<file path="config.mk">
export PLATFORM = sky130hd
export DESIGN_NAME = output_vc_arbiter
export DESIGN_NICKNAME = d
export VERILOG_FILES = /design/src/rtl/noc_pkg.sv /design/src/rtl/rr_arb2.sv /design/src/rtl/output_vc_arbiter.sv
export SDC_FILE = /design/constraint.sdc
export NUM_CORES = 1
export LEC_CHECK = 0
export BUFFER_PORTS_ARGS = -buffer_cell sky130_fd_sc_hd__buf_2
export CORE_AREA = 2 2 128 105
export DETAILED_ROUTE_END_ITERATION = 10
export DIE_AREA = 0 0 130 107
export PLACE_DENSITY_LB_ADDON = 0.2
export SYNTH_ARGS = -nofsm -noshare
export SYNTH_HDL_FRONTEND = slang
export SYNTH_SLANG_ARGS = --single-unit
</file>
<file path="constraint.sdc">
create_clock -name clk -period 4.8 [get_ports clk]
set_clock_uncertainty 0.15 [all_clocks]
set_input_delay 0.48 -clock clk [delete_from_list [all_inputs] [get_ports clk]]
set_output_delay 0.48 -clock clk [all_outputs]
set_load 0.02 [all_outputs]
</file>
<file path="src/rtl/noc_pkg.sv">
// Shared NoC constants: packet width, header field positions and arbiter pointer encoding.
package noc_pkg;

    localparam int unsigned PAC_WIDTH = 64;
    localparam int unsigned VC_BIT    = 63;
    localparam int unsigned DIR_BIT   = 62;
    localparam int unsigned HOP_MSB   = 55;
    localparam int unsigned HOP_LSB   = 48;

    // Which requester wins the next contested grant.
    typedef enum logic {
        PtrCw  = 1'b0,
        PtrCcw = 1'b1
    } rr_ptr_e;

endpackage

</file>
<file path="src/rtl/rr_arb2.sv">
// Two-requester round-robin arbiter. Requester 0 is cw, requester 1 is ccw.
// The pointer only moves on a contested grant, and then it favours the loser.
module rr_arb2
    import noc_pkg::*;
(
    input  logic       clk_i,
    input  logic       rst_i,
    input  logic [1:0] req_i,
    output logic [1:0] gnt_o
);

    rr_ptr_e ptr_q, ptr_d;

    // Grant decode and pointer next-state.
    always_comb begin
        gnt_o = 2'b00;
        ptr_d = ptr_q;
        unique case (req_i)
            2'b01: gnt_o = 2'b01;
            2'b10: gnt_o = 2'b10;
            2'b11: begin
                if (ptr_q == PtrCw) begin
                    gnt_o = 2'b01;
                    ptr_d = PtrCcw;
                end else begin
                    gnt_o = 2'b10;
                    ptr_d = PtrCw;
                end
            end
            default: ;
        endcase
    end

    // Pointer register; reset favours cw.
    always_ff @(posedge clk_i or posedge rst_i) begin
        if (rst_i) begin
            ptr_q <= PtrCw;
        end else begin
            ptr_q <= ptr_d;
        end
    end

endmodule

</file>
<file path="src/rtl/output_vc_arbiter.sv">
// Output port of a two-VC ring router. Each phase the internal VC (= polarity) buffer is
// filled from the cw/ccw input buffers while the external VC (= ~polarity) buffer drains
// downstream, so fill and drain never touch the same entry.
module output_vc_arbiter #(
    parameter int unsigned PAC_WIDTH = noc_pkg::PAC_WIDTH
) (
    input  logic                 clk,
    input  logic                 reset,
    input  logic                 polarity,
    input  logic                 cwreq,
    input  logic [PAC_WIDTH-1:0] cwdata,
    output logic                 cwgnt,
    input  logic                 ccwreq,
    input  logic [PAC_WIDTH-1:0] ccwdata,
    output logic                 ccwgnt,
    output logic                 so,
    input  logic                 ro,
    output logic [PAC_WIDTH-1:0] dout
);

    import noc_pkg::*;

    logic [1:0][PAC_WIDTH-1:0] buf_q, buf_d;
    logic [1:0]                full_q, full_d;

    logic       int_vc, ext_vc;
    logic       cw_elig, ccw_elig;
    logic [1:0] req_vc0, req_vc1;
    logic [1:0] gnt_vc0, gnt_vc1;
    logic [1:0] gnt;

    assign int_vc = polarity;
    assign ext_vc = ~polarity;

    // Grants are suppressed while reset is held, even though the buffers already read empty.
    assign cw_elig  = cwreq  & (cwdata[VC_BIT]  == polarity) & ~full_q[int_vc] & ~reset;
    assign ccw_elig = ccwreq & (ccwdata[VC_BIT] == polarity) & ~full_q[int_vc] & ~reset;

    // Only the arbiter of the current internal VC sees requests, so the other pointer holds.
    assign req_vc0 = {ccw_elig, cw_elig} & {2{~polarity}};
    assign req_vc1 = {ccw_elig, cw_elig} & {2{polarity}};

    rr_arb2 u_arb_vc0 (
        .clk_i (clk),
        .rst_i (reset),
        .req_i (req_vc0),
        .gnt_o (gnt_vc0)
    );

    rr_arb2 u_arb_vc1 (
        .clk_i (clk),
        .rst_i (reset),
        .req_i (req_vc1),
        .gnt_o (gnt_vc1)
    );

    assign gnt    = polarity ? gnt_vc1 : gnt_vc0;
    assign cwgnt  = gnt[0];
    assign ccwgnt = gnt[1];

    assign so   = full_q[ext_vc];
    assign dout = so ? buf_q[ext_vc] : '0;

    // Buffer next-state: drain the external entry, fill the internal entry.
    always_comb begin
        buf_d  = buf_q;
        full_d = full_q;
        if (so && ro) begin
            full_d[ext_vc] = 1'b0;
        end
        if (|gnt) begin
            full_d[int_vc] = 1'b1;
            buf_d[int_vc]  = gnt[0] ? cwdata : ccwdata;
        end
    end

    // Buffer and full-flag registers; reset discards anything in flight.
    always_ff @(posedge clk or posedge reset) begin
        if (reset) begin
            buf_q  <= '0;
            full_q <= '0;
        end else begin
            buf_q  <= buf_d;
            full_q <= full_d;
        end
    end

endmodule

</file>
==> results.cfg <==
[worst_setup_path]
startpoint_type = register
max_stage_delay_ns = 0.69
end_kind = primary output
r2r_setup_slack_ns = 2.15
cp.required_ns = 4.17
cp.arrival_ns = 2.35
rr_worst_depth = 5
setup.worst_path.class = register to primary output
critical_path_depth = 4
critical_path.max_fanout = 23
worst-path-buf-inv = 2
cpLargestDelayFamily = simple AND/OR/NAND/NOR gates
cpMaxStageDelayCell = or4b_1
path_cells = or4b_1 -> o22ai_4 -> buf_4 -> buf_2

[synthesis]
ys_seq_area_share_pct = 51.3
synthTopCellsByCount = dfrtp_1, nor2_1, mux2i_1, nand2_1, a21oi_1
yosys.area.top_type = dfrtp_1
synth_edf_count = 0
yosysMostFrequentCell = dfrtp_1
syn-cell-area_sq_um = 6440
synth_cells = 660
syn-num-nets = 794
syn_avg_cell_area_sq_um = 9.76
synthFlopType = dfrtp_1
synth.area.top_cells = dfrtp_1, mux2i_1, nor2_1
async_flop_share_pct = 100
yosysWarnings = 0
synth_cell_types = 30
ys_ff_latch = 132
synth_top_area_share_pct = 51.3

[place]
place_hpwl_um = 10100
portBuffers = 200
routabilityCongestion = 0.758

[clocking]
cts_sinks = 132
post_cts.repair.setup_buffers = 0
cts_resized = 0
clk-insertion-delay-late_ns = 0.40
cts.hold.buffers_added = 0
htree_levels = 4
clkTransAtPathRegs_ns = 0.05
cts_inserted_buffers = 17
root_buffer = clkbuf_16
clk_path_buf_depth = 2
cts_tree = done

[global_routing]
grt_pass1_wl_um = 23700
antenna_found_initial = 0
grt_use_total_pct = 21.7
grt_start_max_net_pins = 88
grt_overflow = 0
grt_pass1_vias = 5076

[die]
die_w_um = 130
start_util_pct = 51.0
ios = 201
die-height_um = 107
coreArea_sq_um = 12600
rows = 37
die_area_sq_um = 13900

[timing]
tns_ns = 0
period_needed_ns = 2.98
min_period_over_period_pct = 62.1
relSlewSlack_pct = 39.5
setup_viol = 0
slew_viol_final = 0
rsz0062_at_grt = false
tightest_slew_ns = 0.907
fmax_mhz = 335
final-hold-violation-count = 0

[worst_hold_path]
hold_path.class = input pin to asynchronous set/reset pin

[routing]
vias = 5215
drcViolationCount = 0
wl_per_cell_um = 14.2
drt_iter0_markers = 287
ant_nets = 0
viasPerCell = 5.08
totalWireLength_um = 14600
firstDrtPassIters = 4

[pwr]
p_total_mw = 3.68
irDropWorstVdd_mv = 0.262
power_density_nw_per_um2 = 458
p_leak_nw = 3.97

[finish]
fin_nets = 974
drive_gt1_share_pct = 28.9
num_antenna_cells = 0
area_growth_pct = 24.6
seq_area_sq_um = 3300
fillCellCount = 1097
multi_input_area_sq_um = 2850

[status]
outcome = complete, no violations

[job]
maxCapViolCount = 0
-- metal layers --
| layer | part of all wire [%] | wire length [um] | vias up | track usage, % |
|---|---|---|---|---|
| li1 | - | - | 2593 | - |
| met1 | 45 | 6620 | 2470 | 28.0 |
| met2 | 49 | 7100 | 138 | 36.3 |
| met3 | 4.7 | 679 | 14 | 4.94 |
| met4 | 1.1 | 159 | 0 | 6.76 |
| met5 | 0 | 0 | - | 0 |
-- final cells by class --
type,count,share of cell area (%)
repair buffers,211,13.5
inverters,4,0.218
flip-flops and latches,132,41.1
well taps,175,2.73
clock inverters,9,0.997
clock buffers,22,5.90
multi-input cells,474,35.5
-- registers in the layout, indices dropped and copies added, names as in the netlist --
| register | count |
|---|---|
| buf_q | 128 |
| full_q | 2 |
| u_arb_vc0.ptr_q | 1 |
| u_arb_vc1.ptr_q | 1 |
-- layout by cell type, fill, tap and decap left out, types with 3 or more instances in the layout --
cell,synthesis,final
buf_2,11,199
dfrtp_1,132,132
nor2_1,129,129
mux2i_1,128,127
nand2_1,67,66
a21oi_1,64,64
o21ai_1,59,59
clkbuf_16,0,17
buf_4,3,12
o21ai_0,5,5
clkinv_2,0,4
clkinvlp_4,0,4
and3_1,3,3
inv_1,4,3
clkbuf_8,0,3
-- metrics by stage --
| stage | utilization, % | instance area (sq um) | hold WS, ns | setup WS [ns] | cells |
|---|---|---|---|---|---|
| after global placement | 59.2 | 7480 | 0.304 | 1.92 | 996 |
| after global routing | 63.5 | 8030 | 0.0571 | 1.71 | 1027 |
| after CTS | 63.5 | 8030 | 0.0223 | 1.78 | 1027 |
| after detailed placement | 59.2 | 7480 | 0.324 | 1.83 | 996 |
| final | 63.5 | 8030 | 0.0123 | 1.82 | 1027 |
| after floorplan | - | 6440 | 0.284 | 0.644 | 660 |
-- final timing paths --
kind	start	endpoint
setup / recovery	full_q[0]$_DFF_PP0_	cwgnt
hold / removal	reset	buf_q[4]$_DFFE_PP0P_
setup reg to reg	full_q[0]$_DFF_PP0_	buf_q[34]$_DFFE_PP0P_
hold reg to reg	buf_q[120]$_DFFE_PP0P_	buf_q[120]$_DFFE_PP0P_
max in group asynchronous	reset	full_q[1]$_DFF_PP0_
min in group clk	ro	full_q[0]$_DFF_PP0_
-- kinds of logic (layout without fill, tap and decap cells) --
logic type                after synthesis  in the layout  share of synthesized area, %
xor gates and xnor gates                3              3                         0.408
AOI/OAI and AO/OA                     131            131                          10.4
muxes                                 128            128                          19.9
and+or+nand+nor                       212            212                          13.0
DFF                                   132            132                          51.3
buffers and inverters                  54            246                          5.03
-- report_power, final --
group | total, mW | switching [mW] | internal [mW]
combinational | 0.873 | 0.509 | 0.365
sequential | 1.61 | 0.172 | 1.44
clock | 1.19 | 0.449 | 0.746
(Power assumes the default switching activity.)
